<file path="config.mk">
export PLATFORM = sky130hd
export DESIGN_NAME = keyboard_state_decoder
export DESIGN_NICKNAME = d
export VERILOG_FILES = /design/src/rtl/keyboard_state_decoder_pkg.sv /design/src/rtl/keyboard_state_decoder_scancode_lut.sv /design/src/rtl/keyboard_state_decoder.sv
export SDC_FILE = /design/constraint.sdc
export NUM_CORES = 1
export LEC_CHECK = 0
export ABC_AREA = 1
export CORE_MARGIN = 1.5
export CORE_UTILIZATION = 30
export DETAILED_ROUTE_END_ITERATION = 8
export SETUP_SLACK_MARGIN = 0.5
export SLEW_MARGIN = 20
export SYNTH_ARGS = -nofsm -noshare
export SYNTH_HDL_FRONTEND = slang
export SYNTH_SLANG_ARGS = --single-unit
</file>
<file path="constraint.sdc">
create_clock -name clk -period 1.9 [get_ports clk]
set_input_delay 0.38 -clock clk [delete_from_list [all_inputs] [get_ports clk]]
set_output_delay 0.38 -clock clk [all_outputs]
set_load 0.05 [all_outputs]
</file>
<file path="src/rtl/keyboard_state_decoder_pkg.sv">
// keyboard_state_decoder_pkg: shared PS/2 Set-2 constants, FSM states and key indices
// Contents: prefix bytes (E0/F0/E1), control codes (AA/FA/FC/FE, overrun 00/FF),
// decoder FSM encoding, key-index constants and the default key-vector width.
package keyboard_state_decoder_pkg;
  localparam int NUM_KEYS_DEFAULT = 32;
  localparam logic [7:0] SC_E0 = 8'hE0;
  localparam logic [7:0] SC_F0 = 8'hF0;
  localparam logic [7:0] SC_E1 = 8'hE1;
  localparam logic [7:0] SC_AA = 8'hAA;
  localparam logic [7:0] SC_FA = 8'hFA;
  localparam logic [7:0] SC_FC = 8'hFC;
  localparam logic [7:0] SC_FE = 8'hFE;
  localparam logic [7:0] SC_OVR_LO = 8'h00;
  localparam logic [7:0] SC_OVR_HI = 8'hFF;
  typedef enum logic [1:0] {ST_IDLE, ST_EXT, ST_BRK, ST_EXT_BRK} kbd_state_e;
  localparam int KEY_SPACE = 0;
  localparam int KEY_ENTER = 1;
  localparam int KEY_R     = 2;
  localparam int KEY_A     = 3;
  localparam int KEY_S     = 4;
  localparam int KEY_D     = 5;
  localparam int KEY_F     = 6;
  localparam int KEY_G     = 7;
  localparam int KEY_H     = 8;
  localparam int KEY_J     = 9;
  localparam int KEY_K     = 10;
  localparam int KEY_W     = 11;
  localparam int KEY_E     = 12;
  localparam int KEY_T     = 13;
  localparam int KEY_Y     = 14;
  localparam int KEY_U     = 15;
  localparam int KEY_UP    = 16;
  localparam int KEY_DOWN  = 17;
  localparam int KEY_LEFT  = 18;
  localparam int KEY_RIGHT = 19;
  // BAT result or buffer overrun: the keyboard's view of held keys is lost
  function automatic logic is_clear_code(input logic [7:0] b);
    return b == SC_AA || b == SC_FC || b == SC_OVR_LO || b == SC_OVR_HI;
  endfunction
endpackage

</file>
<file path="src/rtl/keyboard_state_decoder_scancode_lut.sv">
// keyboard_state_decoder_scancode_lut: {ext, code} -> (hit, key index) lookup
// Ports: key[8:0] = {E0-extended flag, Set-2 code}; hit = key is mapped;
// index = bit position in the key-state vector (valid only when hit).
module keyboard_state_decoder_scancode_lut
  import keyboard_state_decoder_pkg::*;
#(
  parameter int NUM_KEYS = NUM_KEYS_DEFAULT,
  localparam int IW = NUM_KEYS > 1 ? $clog2(NUM_KEYS) : 1
) (
  input  logic [8:0]    key,
  output logic          hit,
  output logic [IW-1:0] index
);
  int idx;
  always_comb begin
    idx = -1;
    case (key)
      9'h029: idx = KEY_SPACE;
      9'h05A: idx = KEY_ENTER;
      9'h02D: idx = KEY_R;
      9'h01C: idx = KEY_A;
      9'h01B: idx = KEY_S;
      9'h023: idx = KEY_D;
      9'h02B: idx = KEY_F;
      9'h034: idx = KEY_G;
      9'h033: idx = KEY_H;
      9'h03B: idx = KEY_J;
      9'h042: idx = KEY_K;
      9'h01D: idx = KEY_W;
      9'h024: idx = KEY_E;
      9'h02C: idx = KEY_T;
      9'h035: idx = KEY_Y;
      9'h03C: idx = KEY_U;
      9'h175: idx = KEY_UP;
      9'h172: idx = KEY_DOWN;
      9'h16B: idx = KEY_LEFT;
      9'h174: idx = KEY_RIGHT;
      default: idx = -1;
    endcase
    // keys beyond a narrowed key vector read as unmapped
    hit = idx >= 0 && idx < NUM_KEYS;
    index = hit ? IW'(idx) : '0;
  end
endmodule

</file>
<file path="src/rtl/keyboard_state_decoder.sv">
// keyboard_state_decoder: PS/2 Set-2 byte stream -> held/released key-state vector
// Ports: clk, resetn (async active-low); rx_data/rx_valid = received byte strobe;
// key_state = 1 per held key; key_pressed_pulse = one-cycle pulse on each key press;
// seq_error = one-cycle pulse on a protocol anomaly or prefix timeout.
// Build option: define KBD_PRESS_PULSE_EN to generate key_pressed_pulse, otherwise tied to 0.
module keyboard_state_decoder
  import keyboard_state_decoder_pkg::*;
#(
  parameter int NUM_KEYS = NUM_KEYS_DEFAULT,
  parameter int PREFIX_TIMEOUT = 100000
) (
  input  logic                clk,
  input  logic                resetn,
  input  logic [7:0]          rx_data,
  input  logic                rx_valid,
  output logic [NUM_KEYS-1:0] key_state,
  output logic [NUM_KEYS-1:0] key_pressed_pulse,
  output logic                seq_error
);
  localparam int IW = NUM_KEYS > 1 ? $clog2(NUM_KEYS) : 1;
  localparam int CW = PREFIX_TIMEOUT > 1 ? $clog2(PREFIX_TIMEOUT) : 1;
  localparam logic [CW-1:0] CNT_LAST = CW'(PREFIX_TIMEOUT - 1);
  kbd_state_e state_q, state_d;
  logic [NUM_KEYS-1:0] key_state_q, key_state_d;
  logic seq_error_q, seq_error_d;
  logic [CW-1:0] cnt_q, cnt_d;
  logic hit;
  logic [IW-1:0] index;
  keyboard_state_decoder_scancode_lut #(.NUM_KEYS(NUM_KEYS)) u_lut (
    .key  ({state_q == ST_EXT || state_q == ST_EXT_BRK, rx_data}),
    .hit  (hit),
    .index(index)
  );
  always_comb begin
    state_d = state_q;
    key_state_d = key_state_q;
    seq_error_d = 1'b0;
    cnt_d = cnt_q;
    if (rx_valid) begin
      // a byte always wins over a timeout expiring in the same cycle
      cnt_d = '0;
      case (state_q)
        ST_IDLE: begin
          if (rx_data == SC_E0) state_d = ST_EXT;
          else if (rx_data == SC_F0) state_d = ST_BRK;
          else if (is_clear_code(rx_data)) begin
            key_state_d = '0;
            seq_error_d = rx_data != SC_AA;
          end
          else if (rx_data == SC_E1) seq_error_d = 1'b1;
          else if (rx_data != SC_FA && rx_data != SC_FE && hit) key_state_d[index] = 1'b1;
        end
        ST_EXT: begin
          if (rx_data == SC_F0) state_d = ST_EXT_BRK;
          else if (rx_data == SC_E0) seq_error_d = 1'b1;
          else begin
            state_d = ST_IDLE;
            if (hit) key_state_d[index] = 1'b1;
          end
        end
        default: begin
          state_d = ST_IDLE;
          if (rx_data == SC_F0 || rx_data == SC_E0) seq_error_d = 1'b1;
          else if (hit) key_state_d[index] = 1'b0;
        end
      endcase
    end
    else if (state_q != ST_IDLE) begin
      // dangling prefix: drop it but keep the held keys
      if (cnt_q == CNT_LAST) begin
        state_d = ST_IDLE;
        seq_error_d = 1'b1;
        cnt_d = '0;
      end
      else cnt_d = cnt_q + CW'(1);
    end
  end
  always_ff @(posedge clk or negedge resetn) begin
    if (!resetn) begin
      state_q <= ST_IDLE;
      key_state_q <= '0;
      seq_error_q <= 1'b0;
      cnt_q <= '0;
    end
    else begin
      state_q <= state_d;
      key_state_q <= key_state_d;
      seq_error_q <= seq_error_d;
      cnt_q <= cnt_d;
    end
  end
  assign key_state = key_state_q;
  assign seq_error = seq_error_q;
`ifdef KBD_PRESS_PULSE_EN
  logic [NUM_KEYS-1:0] key_pressed_pulse_q, key_pressed_pulse_d;
  // registered alongside key_state so the pulse coincides with the rising bit
  assign key_pressed_pulse_d = key_state_d & ~key_state_q;
  always_ff @(posedge clk or negedge resetn) begin
    if (!resetn) key_pressed_pulse_q <= '0;
    else key_pressed_pulse_q <= key_pressed_pulse_d;
  end
  assign key_pressed_pulse = key_pressed_pulse_q;
`else
  assign key_pressed_pulse = '0;
`endif
endmodule

</file>
# Word level (Yosys, flattened, before mapping)
# Index checks and enable logic that the tools add are counted.
# word_totals
ff_bits,52
out_inout_bits,65
elab_cells,108
# op_classes
bitwise,3
eq_ne,42
n_lt_le_gt_ge,4
addsub,1
muxes,37
reduce_logical,17
# ops
op,n
$pmux 32 s20,1
$mux 32,10
$eq 9x6->1 const B,11
$pmux 32 s2,1
$mux 17,3
$eq 8x8->1 const B,6
$eq 9x9->1 const B,4
$and 32x32->32,1
$ge 32x1->1 const B,1
$lt 32x7->1 const B,1
$not 32->32,1
$or 32x32->32,1
$eq 9x5->1 const B,3
$ne 8x8->1 const B,3
$eq 9x7->1 const B,2
$add 17x1->17 const B,1
$eq 17x17->1 const B,1
$mux 2,7
$mux 1,11
$ne 2x2->1 const B,5
$reduce_and 10->1,1
$logic_not 8->1,1
$ne 4x4->1 const B,2
$reduce_bool 2->1,4
other kinds (14),22

# Longest topological paths before layout
# logic_depth
depth_word,18
depth_mapped,14
mapped_depth_nobuf,13

# Cells and area by module
# From an unflattened synthesis, not the netlist that was laid out.
# unflattened
cells_unflattened,638
area_unflattened_um2,4056.4
# by_module_without_submodules
mod,n_inst,cells_per_inst,seq_area_each_um2,area_each_um2
keyboard_state_decoder,1,537,1301.2,3609.7
keyboard_state_decoder_scancode_lut,1,101,0.0,446.7

# Worst setup path before layout
# No wires, ideal clock.
# synth_path
path_type,reg2reg
from,register state_q[0]
to,"register key_state_q[21], in the netlist key_state[21]"
setup_slack_ns,0.215
synth_period_minus_slack_ns,1.685
t_arrival_ns,1.566
n_path_buf,1
stages_incl_launch_ff,13
path_cell_list,dfrtp_1 > inv_4 > nand2_4 > nor2_1 > nand2_2 > nand3_2 > clkinv_1 > nand2_1 > nor2_2 > nand3_2 > nand2_4 > buf_6 > o21a_1
# synth_between
elab_chain_cells,18
# synth_rtl
item,line,text
from (decl),keyboard_state_decoder.sv:23,"kbd_state_e state_q, state_d;"
from (signal assigned),keyboard_state_decoder.sv:86,state_q <= state_d;
$eq 2x1->1 or $eq 2x2->1 (tied branches),"keyboard_state_decoder.sv:30, keyboard_state_decoder.sv:42",
$logic_or 1x1->1,keyboard_state_decoder.sv:30,".key ({state_q == ST_EXT || state_q == ST_EXT_BRK, rx_data}),"
"$eq 9x9->1, or another cell as far along",keyboard_state_decoder_scancode_lut.sv:17,case (key)
$pmux 32 s20,keyboard_state_decoder_scancode_lut.sv:17,
$ge 32x1->1 or $lt 32x7->1 (tied branches),keyboard_state_decoder_scancode_lut.sv:41,hit = idx >= 0 && idx < NUM_KEYS;
$logic_and 1x1->1,keyboard_state_decoder_scancode_lut.sv:41,
$mux 5,keyboard_state_decoder_scancode_lut.sv:42,index = hit ? IW'(idx) : '0;
$lt 5x6->1 (not written as such) or $ge 5x1->1 (tied branches),"keyboard_state_decoder.sv:51, keyboard_state_decoder.sv:58, keyboard_state_decoder.sv:64",
[2 not listed],-,
$demux 1 s5,"keyboard_state_decoder.sv:51, keyboard_state_decoder.sv:58, keyboard_state_decoder.sv:64",
$or 32x32->32 (no source line),-,
$mux 32,keyboard_state_decoder.sv:51,else if (rx_data != SC_FA && rx_data != SC_FE && hit) key_state_d[index] = 1'b1;
$mux 32,keyboard_state_decoder.sv:50,else if (rx_data == SC_E1) seq_error_d = 1'b1;
$mux 32,keyboard_state_decoder.sv:46,else if (is_clear_code(rx_data)) begin
$mux 32,keyboard_state_decoder.sv:45,else if (rx_data == SC_F0) state_d = ST_BRK;
$mux 32,keyboard_state_decoder.sv:44,if (rx_data == SC_E0) state_d = ST_EXT;
$pmux 32 s2,keyboard_state_decoder.sv:42,case (state_q)
to (signal assigned),keyboard_state_decoder.sv:87,key_state_q <= key_state_d;
to (decl),keyboard_state_decoder.sv:24,"logic [NUM_KEYS-1:0] key_state_q, key_state_d;"
# Parallel ways exist; a longest one is shown, timed or not. The select of a mux whose other input is x is not followed.
# A chain may end at the register's enable or synchronous reset.

# Worst setup path after layout
# layout_path
from,register state_q[0]
to,"register key_state_q[6], in the netlist key_state[6]"
# Same word-level chain as after synthesis.

==> flow_results.org <==
** Outcome
- Run status :: finished, final reports clean

** Setup path
- Traced cell by cell, the critical path runs through inv_4 -> buf_4 -> nand3_2 -> nand2_1 -> nor2_1 -> nand2_1 -> nor2_4 -> nand3_4 -> nand2_8 -> nand2_1 -> nand2_1.
- Cell with the biggest individual delay on the critical path :: dfrtp_2
- Total buffers and inverters traversed by the critical path :: 2
- Cell repeated most along the worst path :: nand2_1
- Worst setup path class :: reg -> reg
- Crit Path Max Fanout :: 8
- Worst endpoint required time :: 2140 ps
- Among cell families on the critical path, the largest total delay comes from simple AND/OR/NAND/NOR gates.
- STA classifies the critical path endpoint as a flop.
- Arrival time of data at the critical path endpoint :: 2070 ps
- On the worst path, the slowest cell contributes a delay of 430 ps.
- Critical Path Start Type :: flop

** Clock network
- CTS Root Cell :: clkbuf_16
- Counting the buffers created by CTS gives 5.
- Clock tree from TritonCTS :: yes
- The clock tree synthesis step divided the H-tree into 2 levels.
- Max clock buf depth :: 2
- Clk sink count :: 52
- At the later pin of the worst-skew pair, clock insertion delay measures 300 ps.
- Clock transition at the registers of the reported paths :: 70 ps

** Route
- After detailed routing, the met2 layer carries 4710 um of wire.
- Routed len/inst :: 13.4 um
- Met3 wire length :: 317 um
- After detailed routing, the total wire length is 10100 um.
- Antenna Violating Nets Remaining :: 0
- Detailed routing inserted a total of 3455 vias.
- In the final routing, the length of wire on met1 measures 4770 um.
- Total iterations of the first detailed-routing run :: 5
- Number of vias per cell after detailed routing :: 4.62
- After detailed routing, the number of remaining DRC violations is 0.
- The first routing iteration left 231 violations.
- Highest metal used :: met4

** Power and ir drop
- Across the VDD grid, the largest voltage drop is 0.000402 V.
- Switching Fraction :: 0.350
- Of the total power, the clock network draws 0.348.
- The share of total power dissipated in combinational logic is 0.269.
- Overall power :: 0.00319 W
- Power spread over the standard cell area amounts to 644 nW/um2.
- The internal portion of the total power is 0.00208 W.
- The share of total power dissipated in sequential elements is 0.383.
- Static Leak :: 2.63 nW
- Net Sw Power :: 0.00112 W

** Placed design
- Routability-driven placement finished with a final weighted congestion of 0.894.
- HPWL Detailed :: 7030 um
- Area post-placement :: 4390 um2
- Total of buffers placed on input and output ports :: 43

** Timing
- The final max-slew violation count was 0.
- Max Fclk :: 548 MHz
- The clock arrives with 4.46 ps of skew.
- Setup violations remaining at the end of the flow were counted as 0.
- Setup repair after global routing missed its margin :: true
- Final critical delay including setup and external delays :: 1820 ps
- In the finished design, the share of the clock period the worst path needs comes to 0.960.
- The final hold violation count came to 0.
- Summed over all failing endpoints, the final setup total negative slack is 0 ps.

** Global routing
- Number of global-route vias before repair :: 3387
- Initial antenna violation count :: 0
- Entering global routing, the biggest net connects 28 pins.
- After global routing the overflow that remains totals 0.
- Global-route wire length before repair :: 16700 um
- Across every metal layer, demand over resource in global routing totals 0.168.

** Logic synthesis
- Synthesis handed over a netlist of 475 instances.
- Yosys reg bits :: 52
- Of the synthesized area, sequential elements account for 0.374.
- The synthesized netlist contains 40 unique library cells.
- Primary flip-flop cell chosen by synthesis mapping :: dfrtp_1
- A synthesized cell averages 7.33 um2.
- Post-synth EDFFs :: 0
- Summing every instance area after synthesis gives 3480 um2.
- Total of warnings raised by yosys :: 0
- For this run, asynchronously set or reset flops after synthesis account for 1.00.

** Floorplan
- The total area inside the core boundary comes to 11400 um2.
- The initialized floorplan defines 39 standard-cell rows.
- From left edge to right edge, the die measures 111 um.
- The die covers 12300 um2.
- Height of the chip :: 111 um
- Initial cell density of the core :: 0.306
- 76 I/O pins were placed.

** Finish
- Of the cells placed in the final design, the portion with a size suffix greater than 1 is 0.408.
- End-of-flow core utilization :: 0.436
- The net count of the finished layout is 616.
- The area growth from synthesis to layout is 42.5%.
- Fill cells in the final layout number 1114.
- Leaving out fill and tap cells, the most frequent cell in the layout is nand2_1.
- The finished cells cover 4960 um2.
- In the layout the commonest cells are 101 x nand2_1, 99 x buf_4, 50 x dfrtp_1.
- The number of antenna diodes in the final layout is 0.

** Min path
- The path class of the tightest hold or removal check is reg -> reg.

** Flow run
- Max-cap violations in this run came to 0.
## worst reg2reg max path, stage by stage, from the launching register on
cell and delay [ps]:
dfrtp_2 430, inv_4 70, buf_4 160, nand3_2 90
nand2_1 80, nor2_1 130, nand2_1 100, nor2_4 130
nand3_4 230, nand2_8 210, nand2_1 80, nand2_1 70
## registers in the layout, summed over array words and instances (netlist names)
signal and cells:
state_q 2, cnt_q 17, key_state 32, seq_error 1
## metrics by stage
step	setup WS, ps	hold slack, ps	instances
final	75.2	487	748
after global routing	12.0	504	748
after CTS	153	491	744
after detailed placement	-660	297	714
after global placement	-648	292	714
after floorplan	265	84.4	506
## final timing paths
path                                     from            end  slack [ps]  cells after the start
min in group asynchronous              resetn      cnt_q[11]         500                      2
worst max register to register     state_q[0]   key_state[6]          80                     11
worst max-delay path               state_q[0]   key_state[6]          80                     11
worst min register to register  key_state[26]  key_state[26]         490                      1
max in group asynchronous              resetn  key_state[13]         880                      3
worst min-delay path            key_state[26]  key_state[26]         490                      1
## timing repair
item / CTS / global route
pin swaps: 23 / 8
buffers inserted: 18 / 4
cloned: 3 / 0
hold endpoints to repair: 11 / 0
gates resized for setup: 134 / 18
hold buffers: 1 / 0
setup endpoints to repair: 64 / 52
## routing by layer
layer  up-vias  global-route usage
met2        91               0.267
met4         0              0.0709
li1       1723                   -
met5         -                   0
met1      1621               0.227
met3        20              0.0241
## kinds of logic (layout without fill, tap and decap cells)
group | after synthesis | in the layout | synth area share
buf+inv | 91 | 187 | 0.144
other cells | 1 | 32 | 0.00108
xor+xnor | 2 | 2 | 0.00503
compound gates | 51 | 51 | 0.0931
simple gates | 272 | 275 | 0.364
fa+ha+maj | 1 | 1 | 0.00359
flops | 52 | 52 | 0.374
mux | 5 | 5 | 0.0144
## synth_stat cells (4+ instances only)
master	count	share of area
mux2i_1	5	0.014
buf_6	4	0.013
o21ai_2	5	0.013
o21ai_0	12	0.017
a21oi_1	10	0.014
nand4_1	7	0.013
nand2_1	119	0.13
inv_2	5	0.0054
nand2_2	9	0.016
dfrtp_1	52	0.37
inv_1	45	0.049
o21a_1	12	0.026
nor2_4	4	0.013
nand3_1	30	0.043
nor3_1	11	0.016
nor2_1	61	0.066
nand3_2	8	0.023
nor2_2	14	0.025
buf_4	33	0.071
## area by class of cell
cell class,count,area [um2],area share
inverters,52,203,0.0409
multi-input cells,366,2120,0.427
clock buffers,6,139,0.0280
repair buffers,127,976,0.197
clock inverters,2,38.8,0.00782
well taps,143,179,0.0361
flip-flops and latches,52,1300,0.263
## power groups by stage
stage	Sequential [W]	Combinational, W	Clock [W]
after floorplan	0.00128	0.000536	0
after global placement	0.00124	0.000752	0
after detailed placement	0.00124	0.000769	0
after CTS	0.00122	0.000851	0.00113
after global routing	0.00123	0.000932	0.00118
final	0.00122	0.000860	0.00111
No activity file was read; power rests on OpenSTA's default activity.
